<file path="src/rtl/wb_pipe_if.sv">
// wb_pipe_if: writeback-stage bundle (upstream inputs, peripheral read port, register-file write port).
interface wb_pipe_if #(
    parameter int XLEN = 32,
    parameter int RW_W = 5
);
    logic            in_valid;
    logic [4:0]      wb_ctrl;
    logic [RW_W-1:0] rw;
    logic [XLEN-1:0] ex_out;
    logic [XLEN-1:0] dm_rdata;
    logic            pr_req;
    logic [XLEN-1:0] pr_addr;
    logic [XLEN-1:0] pr_rdata;
    logic            pr_rvalid;
    logic            stall;
    logic            wb_we;
    logic [RW_W-1:0] wb_rw;
    logic [XLEN-1:0] wb_wd;
    logic            wb_err;
    modport master (
        output in_valid, wb_ctrl, rw, ex_out, dm_rdata, pr_rdata, pr_rvalid,
        input  pr_req, pr_addr, stall, wb_we, wb_rw, wb_wd, wb_err
    );
    modport slave (
        input  in_valid, wb_ctrl, rw, ex_out, dm_rdata, pr_rdata, pr_rvalid,
        output pr_req, pr_addr, stall, wb_we, wb_rw, wb_wd, wb_err
    );
endinterface

</file>
<file path="src/rtl/wb_pipe.sv">
// wb_pipe: writeback stage with load extension, data-memory/peripheral routing and a
// stalling peripheral read with timeout.
module wb_pipe #(
    parameter int          XLEN     = 32,
    parameter int          RW_W     = 5,
    parameter logic [15:0] DM_LIMIT = 16'h3000,
    parameter int          TIMEOUT  = 15
) (
    input logic     clk,
    input logic     rst,
    wb_pipe_if.slave bus
);
    typedef enum logic {IDLE, PR_WAIT} state_t;
    state_t          state, state_nxt;
    logic [7:0]      cnt;
    logic            lat_we;
    logic [2:0]      lat_fmt;
    logic [RW_W-1:0] lat_rw;
    logic            accept, mtr, mis, dm, go_pr, done_ok, is_err, pr_done, pr_to;
    logic [XLEN-1:0] result;

    // fmt = {isByte, isHalf, isSigned}; byte wins over half
    function automatic logic [XLEN-1:0] ext(input logic [XLEN-1:0] d, input logic [1:0] a,
                                            input logic [2:0] fmt);
        logic [7:0]  b;
        logic [15:0] h;
        b = d[{a, 3'b000} +: 8];
        h = d[{a[1], 4'b0000} +: 16];
        return fmt[2] ? {{(XLEN-8){fmt[0] & b[7]}}, b}
             : fmt[1] ? {{(XLEN-16){fmt[0] & h[15]}}, h} : d;
    endfunction

    always_comb begin
        accept  = state == IDLE && bus.in_valid;
        mtr     = bus.wb_ctrl[3];
        mis     = mtr && !bus.wb_ctrl[2] &&
                  (bus.wb_ctrl[1] ? bus.ex_out[0] : bus.ex_out[1:0] != 2'b00);
        dm      = bus.ex_out[15:0] < DM_LIMIT;
        go_pr   = accept && mtr && !mis && !dm;
        done_ok = accept && !mis && (!mtr || dm);
        is_err  = accept && mis;
        pr_done = state == PR_WAIT && bus.pr_rvalid;
        pr_to   = state == PR_WAIT && !bus.pr_rvalid && cnt == 8'(TIMEOUT);
        result  = mtr ? ext(bus.dm_rdata, bus.ex_out[1:0], bus.wb_ctrl[2:0]) : bus.ex_out;
    end

    always_ff @(posedge clk)
        state <= rst ? IDLE : state_nxt;

    always_comb
        state_nxt = go_pr ? PR_WAIT : (pr_done || pr_to) ? IDLE : state;

    always_comb begin
        bus.stall  = state == PR_WAIT;
        bus.pr_req = state == PR_WAIT;
    end

    always_ff @(posedge clk) begin
        if (rst) begin
            cnt         <= '0;
            lat_we      <= 1'b0;
            lat_fmt     <= '0;
            lat_rw      <= '0;
            bus.pr_addr <= '0;
            bus.wb_we   <= 1'b0;
            bus.wb_err  <= 1'b0;
            bus.wb_rw   <= '0;
            bus.wb_wd   <= '0;
        end else begin
            cnt        <= state == PR_WAIT ? cnt + 8'd1 : 8'd0;
            bus.wb_we  <= done_ok ? bus.wb_ctrl[4] : pr_done && lat_we;
            bus.wb_err <= is_err || pr_to;
            if (done_ok) begin
                bus.wb_rw <= bus.rw;
                bus.wb_wd <= result;
            end else if (pr_done) begin
                bus.wb_rw <= lat_rw;
                bus.wb_wd <= ext(bus.pr_rdata, bus.pr_addr[1:0], lat_fmt);
            end
            if (go_pr) begin
                bus.pr_addr <= bus.ex_out;
                lat_we      <= bus.wb_ctrl[4];
                lat_fmt     <= bus.wb_ctrl[2:0];
                lat_rw      <= bus.rw;
            end
        end
    end
endmodule

</file>
<file path="src/flat_wrapper.sv">
// flat-port wrapper written by rule: the top's interface ports become plain ports
module wb_pipe_flat 
#(
    parameter int          XLEN     = 32,
    parameter int          RW_W     = 5,
    parameter logic [15:0] DM_LIMIT = 16'h3000,
    parameter int          TIMEOUT  = 15
)
  (clk, rst, bus_in_valid, bus_wb_ctrl, bus_rw, bus_ex_out, bus_dm_rdata, bus_pr_rdata, bus_pr_rvalid, bus_pr_req, bus_pr_addr, bus_stall, bus_wb_we, bus_wb_rw, bus_wb_wd, bus_wb_err);
  wb_pipe_if #(.XLEN(XLEN), .RW_W(RW_W)) bus_i ();
  input logic clk;
  input logic rst;
  input wire logic [$bits(bus_i.in_valid)-1:0] bus_in_valid;
  input wire logic [$bits(bus_i.wb_ctrl)-1:0] bus_wb_ctrl;
  input wire logic [$bits(bus_i.rw)-1:0] bus_rw;
  input wire logic [$bits(bus_i.ex_out)-1:0] bus_ex_out;
  input wire logic [$bits(bus_i.dm_rdata)-1:0] bus_dm_rdata;
  input wire logic [$bits(bus_i.pr_rdata)-1:0] bus_pr_rdata;
  input wire logic [$bits(bus_i.pr_rvalid)-1:0] bus_pr_rvalid;
  output wire logic [$bits(bus_i.pr_req)-1:0] bus_pr_req;
  output wire logic [$bits(bus_i.pr_addr)-1:0] bus_pr_addr;
  output wire logic [$bits(bus_i.stall)-1:0] bus_stall;
  output wire logic [$bits(bus_i.wb_we)-1:0] bus_wb_we;
  output wire logic [$bits(bus_i.wb_rw)-1:0] bus_wb_rw;
  output wire logic [$bits(bus_i.wb_wd)-1:0] bus_wb_wd;
  output wire logic [$bits(bus_i.wb_err)-1:0] bus_wb_err;
  assign bus_i.in_valid = bus_in_valid;
  assign bus_i.wb_ctrl = bus_wb_ctrl;
  assign bus_i.rw = bus_rw;
  assign bus_i.ex_out = bus_ex_out;
  assign bus_i.dm_rdata = bus_dm_rdata;
  assign bus_i.pr_rdata = bus_pr_rdata;
  assign bus_i.pr_rvalid = bus_pr_rvalid;
  assign bus_pr_req = bus_i.pr_req;
  assign bus_pr_addr = bus_i.pr_addr;
  assign bus_stall = bus_i.stall;
  assign bus_wb_we = bus_i.wb_we;
  assign bus_wb_rw = bus_i.wb_rw;
  assign bus_wb_wd = bus_i.wb_wd;
  assign bus_wb_err = bus_i.wb_err;
  wb_pipe #(.XLEN(XLEN), .RW_W(RW_W), .DM_LIMIT(DM_LIMIT), .TIMEOUT(TIMEOUT)) u_core (.clk(clk), .rst(rst), .bus(bus_i));
endmodule
</file>
<file path="config.mk">
export PLATFORM = sky130hd
export DESIGN_NAME = wb_pipe_flat
export DESIGN_NICKNAME = d
export VERILOG_FILES = /design/src/rtl/wb_pipe_if.sv /design/src/rtl/wb_pipe.sv /design/src/flat_wrapper.sv
export SDC_FILE = /design/constraint.sdc
export NUM_CORES = 1
export LEC_CHECK = 0
export CORE_MARGIN = 1.5
export CORE_UTILIZATION = 45
export CTS_CLUSTER_DIAMETER = 50
export DETAILED_ROUTE_END_ITERATION = 10
export PLACE_DENSITY = 0.8
export SLEW_MARGIN = 20
export SYNTH_ARGS = -nofsm -noshare
export SYNTH_HDL_FRONTEND = slang
export SYNTH_SLANG_ARGS = --single-unit
</file>
<file path="constraint.sdc">
create_clock -name clk -period 2.35 [get_ports clk]
set_input_delay 0.5875 -clock clk [delete_from_list [all_inputs] [get_ports clk]]
set_output_delay 0.5875 -clock clk [all_outputs]
set_load 0.01 [all_outputs]
</file>
==> metrics <==
Avg Synthesized Cell Area=between 7 and 8 µm²; FF-to-FF Start=u_core.bus.pr_addr[1]; asr flop ratio synth=0%; sw power=approximately 0.0011 W; Total GRT Usage=31.2%; power per cell area=523 nW/µm²; crit path DAT=~2600 ps; # DRC=0; vias per cell=5.84; crit-path max FO=15; worst min path class=reg2reg; DRT Pass-1 Iters=5; unrepaired setup endpoints after global routing=false; first-pass GRT wire length=roughly 28000 µm; Setup violations, final=0; CTS tree=built; synthesized area=slightly below 5000 µm²; Placer Congestion=a little over 0.9; status=finished, final reports clean; hold depth=1; I/O pin total=183; clk_lat worst skew=370 ps; Slew @ Worst Pin=641 ps; Hold Startpoint=u_core.cnt[0]; Largest stage delay, worst path=~520 ps; Yosys reg bits=89; # placed instances=950; CP startpoint kind=primary input; fraction of layout cells with a size suffix above 1=13.5%; Initial Util=47.0%; Multi-input gate area=between 2000 and 3000 µm²; Core ar.=10500 µm²; initial antenna violation count=1; sequential share of power=42.1%; Fmax=approximately 440 MHz; Comb power frac=27.0%; clock tree buffer depth=2; Worst-path clk slew=90 ps; Worst R2R Path Depth=7; height of the die=between 100 and 150 µm; skew final=7.11 ps; CTS buffer count=9; Slew Limit Fails=0; PortBufs=182; vias in the first global route=5357; Crit path max-delay family=buffers and inverters; Endpoint, Worst Hold=u_core.cnt[0]; Final min period=2300 ps; fill cell count=840; post-synth cell types=between 40 and 50; CP Class=in2reg; largest net degree at the start of global routing=36; YS warnings=0; fin area=around 7500 µm²; DR vias=5646; grt met3 use=~6.5%; Pleak=2.85 nW; Most used DFF post-synth=dfxtp_1; hold_buf cts=0; Sw Share=between 20% and 30%; Req. time, crit path=2620 ps; Final #Nets=between 900 and 1000; Clk network pwr share=31.0%; GR Util met1=42.6%; routed len/inst=19.0 µm; CP cell instances=clkdlybuf4s50_1 > mux4_2 > and3_4 > a311oi_4 > buf_12 > nand2_1 > a32o_1; Final Non-Filler Cells=slightly below 1000; syn nets=730; Worst Path Buf+Inv=2; H-tree levels=3; P&R area growth vs syn=52.4%; DR iter-0 viols=502; root buffer cell=clkbuf_8; sequential cell area=approximately 1800 µm²; Post-Place Cell Area=7250 µm²; sequential share of the synthesized area=36.2%; Post-Syn Instances=about 620; R2R Path End=u_core.bus.wb_wd[10]; Internal=0.00282 W; die area=11600 µm²; Final ANT Viol Nets=0; drt total wl=18300 µm; max-cap viol count=0; Overflow after GRT=0; Worst Setup SP=bus_pr_rdata[15]; worst vdd ir=0.325 mV; Slowest cell on crit path=mux4_2; R2R setup slack=290 ps; Setup crit end kind=register; GR Layer Usage met2=50.5%; gr busiest metal=met2; final critical-path share of the clock period=97.7%; count of final hold-check violations=0; Post-synth EDFFs=0; hpwl dp=14300 µm; row count=37; CTS sink count=89; Max-slew headroom=57.2%; die width=108 µm
==> cell families (layout without fill, tap and decap cells) <==
kind of cell | count (synthesis) | after routing | synth area share [%]
and+or+nand+nor | 264 | 264 | 22.8
AOI/OAI and AO/OA | 160 | 160 | 22.4
DFF | 89 | 89 | 36.2
buffers and inverters | 55 | 266 | 4.81
muxes | 44 | 44 | 12.5
xor gates and xnor gates | 6 | 6 | 1.07
adders and majority gates | 1 | 1 | 0.254
other | 0 | 1 | 0
==> final cells by class <==
| class | instances | share of cell area, % |
|---|---|---|
| Clock buffer | 12 | 2.07 |
| Multi-Input combinational cell | 475 | 38.9 |
| Clock inverter | 4 | 1.00 |
| Inverter | 4 | 0.200 |
| Antenna cell | 1 | 0.0334 |
| Timing Repair Buffer | 246 | 31.8 |
| Sequential cell | 89 | 23.8 |
| Tap cell | 136 | 2.27 |
==> worst max path at each step <==
| stage | cells past startpoint | slack (ps) | end |
|---|---|---|---|
| 6_report | 7 | 50 | u_core.bus.wb_wd[28] |
| 5_1_grt | 7 | 10 | u_core.bus.wb_wd[17] |
| 4_1_cts | 7 | 60 | u_core.bus.wb_wd[28] |
| 3_5_place_dp | 6 | -480 | u_core.bus.wb_wd[30] |
| 3_3_place_gp | 6 | -350 | u_core.bus.wb_wd[29] |
| 2_1_floorplan | 6 | 170 | u_core.bus.wb_wd[21] |
==> through the flow <==
step | setup slack [ps] | power (W) | hold WS [ps] | util (%) | setup TNS, ps
2_1_floorplan | 170 | 0.00212 | 418 | - | 0
3_3_place_gp | -355 | 0.00270 | 429 | 69.3 | -10790
3_5_place_dp | -477 | 0.00272 | 445 | 69.3 | -16870
4_1_cts | 64.1 | 0.00392 | 461 | 71.5 | 0
5_1_grt | 11.4 | 0.00408 | 482 | 71.6 | 0
6_report | 54.9 | 0.00392 | 458 | 71.6 | 0
==> per-layer routing <==
layer / share of wire (%) / wire [µm]
met4: 1.6 / 298
met5: 0 / 0
met3: 9.7 / 1780
met1: 42 / 7740
met2: 46 / 8510
==> sequential cells by signal, indices dropped and copies added (netlist names) <==
name / flops
u_core.lat_we: 1
u_core.cnt: 8
u_core.lat_rw: 5
u_core.lat_fmt: 3
u_core.bus.wb_rw: 5
u_core.bus.wb_err: 1
u_core.bus.pr_req: 1
u_core.bus.wb_we: 1
u_core.bus.pr_addr: 32
u_core.bus.wb_wd: 32
==> timing repair <==
item,CTS,global route
buffers inserted,0,0
gates resized for setup,1,3
setup endpoints to repair,15,7
==> power groups by stage <==
stage | combinational [W] | sequential [W] | clock [W]
after floorplan | 0.000410 | 0.00171 | 0
after global placement | 0.00102 | 0.00168 | 0
after detailed placement | 0.00104 | 0.00168 | 0
after CTS | 0.00105 | 0.00165 | 0.00122
after global routing | 0.00113 | 0.00166 | 0.00129
final | 0.00106 | 0.00165 | 0.00121
==> synth_stat cells (4+ instances only) <==
master	instances	area (µm²)
mux2_2	10	113
a32o_1	15	150
a21oi_1	51	255
clkbuf_1	33	124
mux2i_1	21	210
a311oi_1	17	149
o211ai_1	8	60.1
a31oi_1	17	106
nor2b_1	4	25.0
nor4_1	10	62.6
nand2_1	154	578
nand2b_1	14	87.6
nand3_1	13	65.1
a211oi_1	8	60.1
mux4_2	13	293
dfxtp_1	89	1780
o21a_1	8	60.1
o21ai_0	22	110
nor3_1	4	20.0
buf_2	15	75.1
nor2_1	54	203
and2_1	4	25.0
inv_1	4	15.0
==> cells in the final DEF (no fill, tap or decap), types with 3 or more instances in the layout <==
master           instances
and3_1                   3
a32o_1                  15
a211oi_1                 8
clkbuf_8                11
mux2_2                  10
a31oi_1                 17
a21oi_1                 51
buf_12                   6
clkdlybuf4s50_1        180
o21ai_0                 22
a311oi_1                17
nand2b_1                14
dfxtp_1                 89
nor2b_1                  4
mux2i_1                 21
nand2_1                154
mux4_2                  13
o211ai_1                 8
inv_1                    4
xor2_1                   3
nor4_1                  10
nand3_1                 13
o221ai_1                 3
and2_1                   4
xnor2_1                  3
nor2_1                  53
buf_4                   56
o21a_1                   8
(Power assumes the default switching activity.)
